### config.mk
export PLATFORM = sky130hd
export DESIGN_NAME = if_fetch
export DESIGN_NICKNAME = d
export VERILOG_FILES = /design/src/rtl/if_fetch.sv
export SDC_FILE = /design/constraint.sdc
export NUM_CORES = 1
export LEC_CHECK = 0
export BUFFER_PORTS_ARGS = -buffer_cell sky130_fd_sc_hd__buf_2
export CAP_MARGIN = 30
export CORE_ASPECT_RATIO = 1.5
export CORE_MARGIN = 2
export CORE_UTILIZATION = 25
export CTS_CLUSTER_DIAMETER = 60
export CTS_CLUSTER_SIZE = 14
export DETAILED_ROUTE_END_ITERATION = 12
export GPL_TIMING_DRIVEN = 1
export SLEW_MARGIN = 20
export SYNTH_ARGS = -nofsm -noshare
export SYNTH_HDL_FRONTEND = slang
export SYNTH_SLANG_ARGS = --single-unit
export TNS_END_PERCENT = 100
### constraint.sdc
create_clock -name clk -period 2.35 [get_ports clk]
set_input_delay 0 -clock clk [delete_from_list [all_inputs] [get_ports clk]]
set_output_delay 0 -clock clk [all_outputs]
set_load 0.05 [all_outputs]
### src/rtl/if_fetch.sv
// rtl/if_fetch.sv - instruction fetch stage with a 2-entry {pc, inst} buffer toward decode
// Optional IF_ALIGN_CHECK_EN: flag redirects whose target is not word aligned on misalign_o.
module if_fetch (
  input  logic        clk,
  input  logic        rst,
  output logic [31:0] rom_addr_o,
  output logic        rom_ce_o,
  input  logic [31:0] rom_data_i,
  input  logic        stall_i,
  input  logic        branch_flag_i,
  input  logic [31:0] branch_target_i,
  output logic        id_valid_o,
  input  logic        id_ready_i,
  output logic [31:0] id_pc_o,
  output logic [31:0] id_inst_o,
  output logic        misalign_o
);

  typedef enum logic {
    IDLE = 1'b0,
    RUN  = 1'b1
  } state_t;

  state_t      state;
  logic [31:0] pc;
  logic [1:0]  count;
  logic [31:0] pc0;
  logic [31:0] inst0;
  logic [31:0] pc1;
  logic [31:0] inst1;

  logic run;
  logic redirect;
  logic pop;
  logic push;

  assign run      = (state == RUN);
  assign redirect = run & branch_flag_i;
  // A redirect discards the head, so it is never counted as consumed.
  assign pop      = id_valid_o & id_ready_i & ~redirect;
  assign push     = run & ~stall_i & ~branch_flag_i & ((count != 2'd2) | pop);

  assign rom_ce_o   = run;
  assign rom_addr_o = run ? pc : 32'h0;

  assign id_valid_o = (count != 2'd0);
  assign id_pc_o    = id_valid_o ? pc0 : 32'h0;
  assign id_inst_o  = id_valid_o ? inst0 : 32'h0;

  always_ff @(posedge clk) begin
    if (!rst) begin
      state <= IDLE;
      pc    <= 32'h0;
      count <= 2'd0;
      pc0   <= 32'h0;
      inst0 <= 32'h0;
      pc1   <= 32'h0;
      inst1 <= 32'h0;
    end else begin
      state <= RUN;
      if (redirect) begin
        count <= 2'd0;
        pc    <= branch_target_i & ~32'h3;
      end else begin
        if (push) pc <= pc + 32'd4;
        count <= count + {1'b0, push} - {1'b0, pop};
        case ({push, pop})
          2'b10: begin
            if (count == 2'd0) begin
              pc0   <= pc;
              inst0 <= rom_data_i;
            end else begin
              pc1   <= pc;
              inst1 <= rom_data_i;
            end
          end
          2'b01: begin
            pc0   <= pc1;
            inst0 <= inst1;
          end
          2'b11: begin
            // With two entries the tail slides to the head and the new word takes the tail.
            if (count == 2'd2) begin
              pc0   <= pc1;
              inst0 <= inst1;
              pc1   <= pc;
              inst1 <= rom_data_i;
            end else begin
              pc0   <= pc;
              inst0 <= rom_data_i;
            end
          end
          default: ;
        endcase
      end
    end
  end

`ifdef IF_ALIGN_CHECK_EN
  logic misalign_q;

  always_ff @(posedge clk) begin
    if (!rst) misalign_q <= 1'b0;
    else      misalign_q <= redirect & (branch_target_i[1:0] != 2'b00);
  end

  assign misalign_o = misalign_q;
`else
  assign misalign_o = 1'b0;
`endif

endmodule

# Yosys cells after proc, flatten, opt, wreduce, memory -nomap -nowiden
# Cells that the tools add are included.
[word_totals] elab_cells=56 out_inout_bits=99 inputBits=69 ff_bits=163
[classes] n_bitwise=11 mux=18 reduce_logical=8 n_addsub=3 eq_ne=8
[ops] operator="$mux 32" n=13
[ops] operator="$pmux 32 s3" n=2
[ops] operator="$pmux 32 s2" n=2
[ops] operator="$add 32x3->32 const B" n=1
[ops] operator="$ne 2x2->1 const B" n=4
[ops] operator="$and 1x1->1" n=6
[ops] operator="$eq 2x2->1 const B" n=3
[ops] operator="$reduce_bool 2->1" n=3
[ops] operator="$not 1->1" n=4
[ops] operator="$reduce_and 4->1" n=1
[ops] operator="$reduce_and 3->1" n=1
[ops] operator="$reduce_bool 3->1" n=1
[ops] operator="$add 2x1->2" n=1
[ops] operator="$eq 2x1->1 const B" n=1
[ops] operator="$logic_not 2->1" n=1
[ops] operator="$reduce_or 2->1" n=1
[ops] operator="$sub 2x1->2" n=1
[ops] operator="$mux 1" n=1
[ops] operator="$or 1x1->1" n=1

# Logic depth before layout (Yosys ltp)
# Gate-level depths: netlist of the first run.
[logic_depth] word_depth=8 mapped_depth=9 ltp_nobuf=9

# Worst setup path before layout of the first run
# No wires, ideal clock.
[synth_timing] path_type="reg2reg" start="register state (netlist: rom_ce_o)" end="register pc[13]" stages_incl_launch_ff=8 setup_slack_ns=0.217 t_arrival_ns=2.059 setup_time_ns=0.074 required_time_ns=2.276 path_buffers=2 synth_period_minus_slack_ns=2.133 path_cell_list="dfxtp_1 -> buf_4 -> nor3b_4 -> and2_1 -> buf_4 -> nand2_2 -> or4_1 -> a31oi_1"
[synth_between] elab_chain_cells=6 word_cells_on_any_way=9 cone_classes="1 x mux; 7 x bitwise; 1 x reduce/logical"
[synth_rtl] element="start, declared" line_no="24" rtl="state_t state;"
[synth_rtl] element="start signal, assigned" line_no="52" rtl="state <= IDLE;"
[synth_rtl] element="start signal, assigned" line_no="60" rtl="state <= RUN;"
[synth_rtl] element="$and 1x1->1" line_no="38" rtl="assign redirect = run & branch_flag_i;"
[synth_rtl] element="$not 1->1 (no source line)"
[synth_rtl] element="$and 1x1->1" line_no="40" rtl="assign pop = id_valid_o & id_ready_i & ~redirect;"
[synth_rtl] element="$or 1x1->1" line_no="41" rtl="assign push = run & ~stall_i & ~branch_flag_i & ((count != 2'd2) | pop);"
[synth_rtl] element="$and 1x1->1" line_no="41"
[synth_rtl] element="$reduce_bool 2->1 (no source line)"
[synth_rtl] element="end signal, assigned" line_no="63" rtl="pc <= branch_target_i & ~32'h3;"
[synth_rtl] element="end signal, assigned" line_no="65" rtl="if (push) pc <= pc + 32'd4;"
[synth_rtl] element="end, declared" line_no="25" rtl="logic [31:0] pc;"
# Several ways; a longest one is shown, not always the timed one.
# A chain may end at the register's enable or synchronous reset.

# Final worst setup path of the first run
[layout_timing] start="register count[0]" end="output id_pc_o[12]"
[layout_between] elab_chain_cells=2
[layout_rtl] element="start, declared" line_no="26" rtl="logic [1:0] count;"
[layout_rtl] element="start signal, assigned" line_no="66" rtl="count <= count + {1'b0, push} - {1'b0, pop};"
[layout_rtl] element="$reduce_bool 2->1" line_no="46" rtl="assign id_valid_o = (count != 2'd0);"
[layout_rtl] element="$mux 32" line_no="47" rtl="assign id_pc_o = id_valid_o ? pc0 : 32'h0;"
[layout_rtl] element="end, declared" line_no="14" rtl="output logic [31:0] id_pc_o,"
# Every way passes these cells.

==> Implementation_results.wiki, run 1 <==
{| class="wikitable"
! Metric !! Value
|-
| Clock skew after layout || between 9 and 10 ps
|-
| Data required time of the worst path || 2350 ps
|-
| Fin area || between 10000 and 15000 sq um
|-
| Fin crit period || 2131 ps
|-
| Number of clock buffers inserted by TritonCTS || 17
|-
| Max-cap viol count || 0
|-
| First-pass GRT wire length || 36500 microns
|-
| Layer with the highest usage after global routing || met2
|-
| Outcome || complete, no violations
|-
| Insertion delay of the later-clocked pin in the worst-skew pair || approximately 440 ps
|-
| Routed via count divided by cell count || roughly 4.6
|-
| Footprint of the multi-input gates || approximately 4000 sq um
|-
| Worst slew slack as a fraction of its limit || 0.4750
|-
| Final routed wirelength across all metal layers || 23800 microns
|-
| 1st-pass router iterations || 5
|-
| Kind of start point of the critical path || flop
|-
| Total clock sinks || 157
|-
| RSZ-0062 raised after global routing || no
|-
| Clock tree from TritonCTS || built
|-
| Internal power || 0.004888 W
|-
| Number of antenna violations at the first check in global routing || 2
|-
| Yosys reg bits || roughly 160
|-
| Number of failing hold endpoints at the final stage || 0
|-
| Input/output buffers || 160
|-
| Peak supply drop || between 0.3 and 0.4 mV
|-
| Floorplan die height || ~220 microns
|-
| Post-route clock period utilization || 0.9068
|-
| Area after DPL || 8926 sq um
|-
| P_leak || ~4.4 nW
|-
| First-iteration detailed-routing DRC count || 418
|-
| Post-detailed-route DRC marker count || 0
|-
| Routed wirelength normalized by instance count || 15.42 microns
|-
| Clock network fraction of total power || 0.414
|-
| Worst setup EP type || primary output
|-
| Actual slew at the worst max-slew pin || around 790 ps
|-
| Critical path type || flop to primary output
|-
| Count of mapped cells out of synthesis || a little over 900
|-
| Share of layout cells above drive strength 1 || 0.2172
|-
| Antenna Violating Nets Remaining || 0
|-
| FP Rows || 78
|-
| Met1 track demand over resource in global routing || 0.1718
|-
| Mapped Avg Cell Area || 8.220 sq um
|-
| Placeable core area || 30160 sq um
|-
| Number of filler cells placed in the layout || a little over 3000
|-
| Count of flip-flops with a built-in enable after synthesis || 0
|-
| Yosys Warn Count || 0
|-
| Gp weighted congestion || 0.8173
|-
| Total via count in the routed design || 7134
|-
| Largest net degree at the start of global routing || 68
|-
| Pre-CTS setup slack || 285.8 ps
|-
| Nets || 1200
|-
| Final cell utilization of the core || 0.3389
|-
| Register area || 3143 sq um
|-
| Worst hold start || stall_i
|-
| Share of async-settable or async-resettable flops after synthesis || 0
|-
| Synth area leaders || dfxtp_1, mux2i_1, and2_1, nand2_1, a211oi_1
|-
| Start point of the critical path || count[0]
|-
| Portion of synthesized cell area occupied by the leading cell type || 0.4120
|-
| Setup violation total in the final timing report || 0
|-
| Vias in the first global route || 6669
|-
| Total congestion overflow || 0
|-
| Sum Neg Setup Slack || 0 ps
|-
| Final max-slew violation count || 0
|-
| Reg2Reg Launch Point || rom_ce_o
|-
| Post-route setup slack || 218.9 ps
|-
| Overall routing resource usage || 0.1476
|-
| Bufs on Longest Clock Path || 2
|-
| Initial Utilization || 0.2530
|-
| Comb pwr share || 0.158
|-
| Synth unique cells || 60
|-
| Leading area contributor after synthesis || dfxtp_1
|-
| Commonest register cell after synthesis || dfxtp_1
|-
| Net Sw Power || 0.001960 W
|-
| Peak clock frequency supported by timing || 469.3 MHz
|-
| Post-Syn Area || 7629 sq um
|-
| Clock input transition at the sequential cells of the worst setup and hold paths || 70 ps
|-
| Switching share of power || 0.2862
|-
| Power share of the sequential group || 0.428
|-
| Fraction of met3 tracks used by global routing || 0.02824
|-
| Data arrival, critical path || 2130 ps
|-
| Post-layout total power || just under 0.007 W
|-
| Worst min path class || primary input to flop
|-
| Area delta synth->final || 33.98%
|-
| Die ar. || 31960 sq um
|-
| HPWL after detailed placement || approximately 16000 microns
|-
| Clock tree root buffer cell || clkbuf_16
|-
| H-tree depth || 4
|-
| Met2 global-route usage || 0.2631
|-
| IO Count || 168
|-
| Die span in x || 146.6 microns
|-
| Power per Cell Area || 670.0 nW/um^2
|-
| Critical Path Fanout Max || 39
|-
| Share of the yosys chip area belonging to registers || 0.4120
|}
-- metrics by stage --
stage | cells | hold WS, ps
2_1_floorplan | 932 | 27.72
3_3_place_gp | 1441 | 254.5
3_5_place_dp | 1442 | 261.2
4_1_cts | 1542 | 99.13
5_1_grt | 1542 | 153.6
6_report | 1544 | 124.5
-- cell type report --
type / instances / share of cell area
clock inverter: 12 / 0.01334
timing repair buffer: 266 / 0.1825
multi-input combinational: 680 / 0.3987
clock buffer: 20 / 0.04566
inverter: 7 / 0.002816
antenna: 2 / 0.0004897
sequential: 157 / 0.3075
tap: 400 / 0.04897
-- worst paths after layout --
path | to | slack (ps) | depth (start not counted)
worst max-delay path | id_pc_o[12] | 220 | 6
worst min-delay path | count[1] | 120 | 5
worst max register to register | pc[16] | 260 | 5
worst min register to register | inst1[21] | 450 | 2
-- sequential cells by signal, indices dropped and copies added, names as in the netlist --
register / flops
pc1: 30
pc: 30
inst1: 32
rom_ce_o: 1
count: 2
pc0: 30
inst0: 32
-- routing by layer --
layer / part of all wire / up-vias
met5: 0 / -
met1: 0.42 / 3328
met3: 0.039 / 36
li1: - / 3607
met4: 0.025 / 0
met2: 0.51 / 163
-- cell usage in the layout (no fill, tap or decap), drive strengths merged, types with 5 or more instances in the layout --
cell	synthesis	layout
clkbuf	55	20
xor2	6	6
nand2	147	147
nor3	12	12
nand4	9	9
xnor2	9	9
conb	1	5
dlygate4sd3	0	68
and3	8	8
clkinv	1	5
a31oi	10	10
nand3	19	19
inv	6	9
nor2	80	80
a22oi	6	6
and2	93	93
buf	33	198
and4	5	5
a211oi	66	66
mux2i	64	64
dfxtp	157	157
a21oi	84	84
o21ai	16	16
-- synth_stat cells (all sizes together) (3+ instances only) --
| cell | instances |
|---|---|
| a22oi | 6 |
| nand2 | 147 |
| xor2 | 6 |
| mux2i | 64 |
| nor3 | 12 |
| o21ai | 16 |
| nand4 | 9 |
| a31oi | 10 |
| inv | 6 |
| nor2 | 80 |
| or4 | 3 |
| buf | 33 |
| nand3 | 19 |
| a21oi | 84 |
| dfxtp | 157 |
| and3 | 8 |
| o31a | 3 |
| and2 | 93 |
| xnor2 | 9 |
| a211oi | 66 |
| clkbuf | 55 |
| a41oi | 3 |
| and4 | 5 |
| a22o | 3 |
| o22ai | 4 |
-- critical path, cell delays in order (launching register included) --
cell	delay, ps
dfxtp_1	420
nor2_1	90
inv_2	60
buf_4	280
buf_6	300
and2_1	210
buf_2	270
-- logic make-up (layout without fill, tap and decap cells) --
kind of cell	after synthesis	count (layout)	share of synthesized area
buffers and inverters	95	305	0.06019
muxes	64	64	0.08398
other	1	7	0.0004916
xor gates and xnor gates	15	15	0.01722
DFF	157	157	0.4120
AOI/OAI and AO/OA	207	207	0.1734
adders and majority gates	2	2	0.003280
and+or+nand+nor	387	387	0.2495
-- repair_timing --
item,4_1_cts,5_1_grt
resized for setup,0,2
hold endpoints to repair,95,0
setup endpoints to repair,0,6
buffers inserted,0,0
hold buffers,68,0
-- power by group through the flow --
stage                     logic, W  registers (W)  clock network, W
after floorplan           0.000727        0.00294                 0
after global placement    0.000990        0.00298                 0
after detailed placement   0.00100        0.00299                 0
after CTS                  0.00110        0.00293           0.00291
after global routing       0.00118        0.00295           0.00300
final                      0.00108        0.00293           0.00284
No activity file was read; power rests on OpenSTA's default activity.
==> run 2: changes to the inputs <==
==> constraint.sdc (replaced) <==
create_clock -name clk -period 2.35 [get_ports clk]
set_input_delay 0.3525 -clock clk [delete_from_list [all_inputs] [get_ports clk]]
set_output_delay 0.3525 -clock clk [all_outputs]
set_load 0.05 [all_outputs]
==> Implementation_results.wiki, run 2 (same netlist as run 1, synthesis figures left out) <==
{| class="wikitable"
! Metric !! Value
|-
| Outcome || complete, no violations
|-
| Initial Utilization || 0.2530
|-
| First-iteration detailed-routing DRC count || 384
|-
| Destination of the worst register-to-register timing path || pc0[16]
|-
| Setup violation total in the final timing report || 0
|-
| RSZ-0062 raised after global routing || no
|-
| Peak clock frequency supported by timing || about 450 MHz
|-
| Peak supply drop || 0.3333 mV
|-
| Data arrival, critical path || 1850 ps
|-
| Final routed wirelength across all metal layers || approximately 23000 microns
|-
| Max-cap viol count || 0
|-
| Placeable core area || roughly 30000 sq um
|-
| Total congestion overflow || 0
|-
| Critical Path, Cell by Cell || nor2_2 > clkinv_4 > buf_12 > and2_1 > buf_2
|-
| Commonest cells after routing, fill and taps aside || buf_2, dfxtp_1, nand2_1, and2_1, a21oi_1
|-
| Top delay family on crit path || buffers and inverters
|-
| Overall routing resource usage || 0.1466
|-
| 1st-pass router iterations || 5
|-
| Number of antenna violations at the first check in global routing || 3
|-
| Total via count in the routed design || 6910
|-
| Worst hold path cell count || 3
|-
| Most common library cell in the layout ignoring fill and taps || buf_2
|-
| Largest net degree at the start of global routing || 77
|-
| Actual slew at the worst max-slew pin || ~700 ps
|-
| Clock tree from TritonCTS || built
|-
| Vias in the first global route || 6477
|-
| Kind of start point of the critical path || flop
|-
| Antenna Violating Nets Remaining || 0
|-
| Worst hold start || rom_data_i[8]
|-
| Insertion delay of the later-clocked pin in the worst-skew pair || 440 ps
|-
| Post-detailed-route DRC marker count || 0
|-
| Power per Cell Area || 738.5 nW/um^2
|-
| Routed via count divided by cell count || 4.656
|-
| Switching share of power || 0.2706
|-
| Cell type of the slowest stage on the worst timing path || dfxtp_1
|-
| Nets || approximately 1100
|-
| Worst setup EP type || primary output
|-
| HPWL after detailed placement || 16090 microns
|-
| Final max-slew violation count || 0
|-
| Area delta synth->final || 27.23%
|-
| Worst slew slack as a fraction of its limit || 0.5363
|-
| Gp weighted congestion || approximately 0.81
|-
| Number of clock buffers inserted by TritonCTS || 17
|-
| Comb pwr share || 0.143
|-
| First-pass GRT wire length || about 36000 microns
|-
| Net Sw Power || ~0.0019 W
|-
| Bufs on Longest Clock Path || 2
|-
| P_leak || between 4 and 5 nW
|-
| Clock skew after layout || 9.402 ps
|-
| Post-CTS Repair Setup Buffers || 0
|-
| Delay of the slowest cell on the worst path || 370 ps
|-
| Clock input transition at the sequential cells of the worst setup and hold paths || about 70 ps
|-
| Clock tree root buffer cell || clkbuf_16
|-
| Data required time of the worst path || roughly 2000 ps
|-
| Fin crit period || 2204 ps
|-
| Total clock sinks || between 150 and 200
|-
| Final cell utilization of the core || 0.3218
|-
| Input/output buffers || 160
|-
| Reg2Reg Launch Point || count[1]
|-
| Internal power || 0.005228 W
|-
| Worst min path class || primary input to flop
|-
| R2r worst-path depth || 5
|-
| Critical Path Fanout Max || 25
|-
| Die span in x || between 100 and 150 microns
|-
| End of the worst hold path || inst1[8]
|-
| Leading registers by flop count || inst0 x32, inst1 x32
|-
| IO Count || 168
|-
| Floorplan die height || 217.9 microns
|-
| Clock network fraction of total power || 0.451
|-
| Die ar. || 31960 sq um
|-
| Post-route clock period utilization || 0.9380
|-
| Reg2Reg Setup Slack || 290 ps
|-
| Hold-fix buffers, CTS || 0
|-
| Number of failing hold endpoints at the final stage || 0
|-
| Critical path type || flop to primary output
|-
| Sum Neg Setup Slack || 0 ps
|-
| Share of layout cells above drive strength 1 || 0.2352
|-
| H-tree depth || 4
|-
| Critical path buffer and inverter count || 3
|-
| Power share of the sequential group || 0.406
|-
| Routed wirelength normalized by instance count || 15.71 microns
|-
| FP Rows || 78
|}
## run 2: cell types whose count changed in the layout (fill, tap and decap cells not counted)
cell	delta
diode_2	+2
clkinv_2	-1
buf_12	+2
nor2_2	+1
inv_2	-1
nand2_1	+1
dlygate4sd3_1	-68
buf_4	+4
nor2_1	-1
clkinvlp_4	-1
nand2_2	-1
bufinv_16	+4
clkbuf_8	-1
## run 2: final cells by class
class | count | area [sq um]
fill | 3187 | 20450
multi-input combinational | 680 | 4075
sequential | 157 | 3143
timing repair buffer | 204 | 1255
tap | 400 | 500.5
clock buffer | 19 | 452.9
clock inverter | 13 | 235.2
inverter | 7 | 33.78
antenna | 4 | 10.01
## run 2: worst max path at each step
stage / to / from / depth (start not counted) / slack (ps)
floorplan: id_inst_o[22] / count[0] / 5 / 150
global placement: inst1[3] / count[0] / 6 / 340
detailed placement: pc1[9] / count[0] / 6 / 290
finish: id_pc_o[16] / count[1] / 5 / 150
CTS: id_pc_o[16] / count[1] / 5 / 30
global route: id_pc_o[16] / count[1] / 5 / 8
## run 2: power groups by stage
stage	combinational [W]	clock (W)	sequential, W
6_report	0.00102	0.00323	0.00291
5_1_grt	0.00112	0.00343	0.00293
4_1_cts	0.00104	0.00333	0.00291
3_5_place_dp	0.00103	0	0.00297
3_3_place_gp	0.00102	0	0.00297
2_1_floorplan	0.000727	0	0.00294
## run 2: worst register-to-register path, stage by stage (launching register included)
cell	delay (ps)
dfxtp_1	370
o21ai_0	590
o21bai_4	280
buf_12	300
mux2i_1	180
a211oi_1	240
## run 2: per-layer routing
layer,wire length (microns),vias up,GRT usage
li1,-,3487,-
met1,9496,3230,0.1671
met2,12080,169,0.2599
met3,1282,24,0.03954
met4,462,0,0.05696
met5,0,-,0
## run 2: metrics by stage
| step | std cells | area [sq um] | total power (W) | hold WS (ps) | setup WS, ps |
|---|---|---|---|---|---|
| global route | 1482 | 9701 | 0.007487 | 144.6 | 7.523 |
| global placement | 1447 | 8969 | 0.003985 | 440.6 | 335.6 |
| finish | 1484 | 9706 | 0.007168 | 159.5 | 145.7 |
| CTS | 1479 | 9663 | 0.007274 | 119.9 | 27.91 |
| floorplan | 932 | 7644 | 0.003666 | 380.2 | 152.5 |
| detailed placement | 1447 | 8969 | 0.004005 | 445.6 | 285.8 |
## run 2: repair_timing
action / CTS / global route
pin swaps: 0 / 0
endpoints found under the setup margin: 46 / 19
gates resized for setup: 2 / 2
==> run 3: changes to the inputs <==
BUFFER_PORTS_ARGS = not set   (was -buffer_cell sky130_fd_sc_hd__buf_2)
DONT_BUFFER_PORTS = 1   (was not set)
==> Implementation_results.wiki, run 3 (same netlist as run 1, synthesis figures left out) <==
{| class="wikitable"
! Metric !! Value
|-
| Outcome || complete, no violations
|-
| Data arrival, critical path || ~1800 ps
|-
| Clock input transition at the sequential cells of the worst setup and hold paths || 70 ps
|-
| First-iteration detailed-routing DRC count || between 300 and 400
|-
| Top delay family on crit path || simple AND/OR/NAND/NOR gates
|-
| Insertion delay of the later-clocked pin in the worst-skew pair || 430 ps
|-
| Footprint of the multi-input gates || 4073 sq um
|-
| Nets || between 1000 and 1500
|-
| RSZ-0062 raised after global routing || no
|-
| Fin crit period || 2126 ps
|-
| Placeable core area || 30160 sq um
|-
| Final max-slew violation count || 0
|-
| Peak clock frequency supported by timing || 470.3 MHz
|-
| Post-route clock period utilization || 0.9048
|-
| Number of filler cells placed in the layout || roughly 3200
|-
| Final routed wirelength across all metal layers || 22670 microns
|-
| Delay of the slowest cell on the worst path || 490 ps
|-
| Post-layout total power || 0.006525 W
|-
| Clock tree from TritonCTS || built
|-
| FP Rows || 78
|-
| Floorplan die height || 217.9 microns
|-
| Number of clock buffers inserted by TritonCTS || 17
|-
| P_leak || 3.613 nW
|-
| Reg2Reg Setup Slack || 300 ps
|-
| Die span in x || 146.6 microns
|-
| Die ar. || 31960 sq um
|-
| Total congestion overflow || 0
|-
| Antenna Violating Nets Remaining || 0
|-
| Setup violation total in the final timing report || 0
|-
| Critical path buffer and inverter count || 2
|-
| Number of antenna violations at the first check in global routing || 4
|-
| Worst slew slack as a fraction of its limit || 0.4343
|-
| Leading registers by flop count || inst0 x32, inst1 x32
|-
| Most common library cell in the layout ignoring fill and taps || dfxtp_1
|-
| Worst setup EP type || primary output
|-
| Critical Path Fanout Max || 41
|-
| Power per Cell Area || between 700 and 800 nW/um^2
|-
| Worst hold start || rom_data_i[29]
|-
| Share of layout cells above drive strength 1 || 0.1426
|-
| Bufs on Longest Clock Path || 2
|-
| Cell type of the slowest stage on the worst timing path || and2_1
|-
| Routed via count divided by cell count || 4.758
|-
| Max-cap viol count || 0
|-
| 1st-pass router iterations || 5
|-
| Sum Neg Setup Slack || 0 ps
|-
| Post-detailed-route DRC marker count || 0
|-
| Total via count in the routed design || 6514
|-
| Clock tree root buffer cell || clkbuf_16
|-
| Routed wirelength normalized by instance count || 16.56 microns
|-
| Number of failing hold endpoints at the final stage || 0
|-
| Input/output buffers || 0
|-
| Reg2Reg Launch Point || pc[3]
|-
| Area delta synth->final || 19.11%
|-
| Data required time of the worst path || 2000 ps
|-
| Kind of start point of the critical path || flop
|-
| Actual slew at the worst max-slew pin || 845.4 ps
|-
| H-tree depth || 4
|-
| End of the worst hold path || inst1[29]
|-
| Total clock sinks || 157
|-
| Overall routing resource usage || 0.1421
|-
| HPWL after detailed placement || 15820 microns
|-
| IO Count || approximately 170
|-
| Vias in the first global route || 6031
|-
| Worst min path class || primary input to flop
|-
| Register area || 3144 sq um
|-
| Clock skew after layout || 13.39 ps
|-
| First-pass GRT wire length || about 35000 microns
|-
| Destination of the worst register-to-register timing path || pc[24]
|-
| R2r worst-path depth || 6
|-
| Commonest cells after routing, fill and taps aside || dfxtp_1, nand2_1, and2_1, buf_4, a21oi_1
|-
| Initial Utilization || 0.2530
|-
| Worst hold path cell count || 2
|-
| Critical path type || flop to primary output
|-
| Peak supply drop || ~0.29 mV
|-
| Largest net degree at the start of global routing || 71
|-
| Critical Path, Cell by Cell || nor2_1 > inv_2 > buf_12 > and2_1
|-
| Gp weighted congestion || 0.8251
|}
## run 3: cell count changes in the layout (fill, tap and decap cells not counted), moves of 2 or more
cell | previous run | this run
bufinv_16 | 6 | 1
buf_2 | 160 | 0
buf_12 | 8 | 6
buf_4 | 34 | 85
clkbuf_1 | 0 | 3
diode_2 | 4 | 1
## run 3: how the worst max path moves through the flow
stage	endpoint	depth (start not counted)	from	slack (ps)
floorplan	id_inst_o[22]	5	count[0]	150
CTS	id_pc_o[31]	4	count[0]	180
detailed placement	pc[24]	6	pc[3]	340
finish	id_inst_o[27]	4	count[0]	220
global placement	pc[24]	5	rom_ce_o	370
global route	id_pc_o[12]	4	count[0]	90
## run 3: area by class of cell
type / instances / share of cell area
antenna: 1 / 0.0002754
clock buffer: 22 / 0.05109
clock inverter: 10 / 0.01157
inverter: 7 / 0.003167
multi-input combinational: 680 / 0.4482
sequential: 157 / 0.3460
tap: 400 / 0.05508
timing repair buffer: 92 / 0.08455
## run 3: report_power, final
group / switching, W / internal, W / total (W)
combinational: 0.000605 / 0.000314 / 0.000919
sequential: 0.000106 / 0.00281 / 0.00292
clock: 0.00116 / 0.00153 / 0.00269
total: 0.00187 / 0.00465 / 0.00653
## run 3: layer usage
layer,part of all wire,global-route usage,up-vias
li1,-,-,3259
met1,0.39,0.1514,3049
met2,0.51,0.2504,170
met3,0.077,0.05502,32
met4,0.025,0.05890,4
met5,0.0012,0,-
## run 3: worst reg2reg max path, stage by stage (launching register included)
cell and delay (ps):
dfxtp_1 470, ha_1 330, nand3_1 130, nor3_1 270, nand3_1 190, or4_1 430, a31oi_1 160
## run 3: metrics by stage
stage | setup slack (ps) | area, sq um | hold slack (ps) | utilization | instances
2_1_floorplan | 152.5 | 7644 | 380.2 | - | 932
3_3_place_gp | 374.7 | 8504 | 388.6 | 0.2820 | 1335
3_5_place_dp | 340.1 | 8504 | 389.0 | 0.2820 | 1335
4_1_cts | 183.4 | 9084 | 15.67 | 0.3012 | 1368
5_1_grt | 88.54 | 9086 | 22.69 | 0.3013 | 1369
6_report | 223.8 | 9086 | 52.40 | 0.3013 | 1369
## run 3: repair_timing
action | CTS | global route
hold buffers | 1 | 0
gates resized for setup | 0 | 0
setup buffers | 0 | 0
endpoints found under the hold margin | 1 | 0
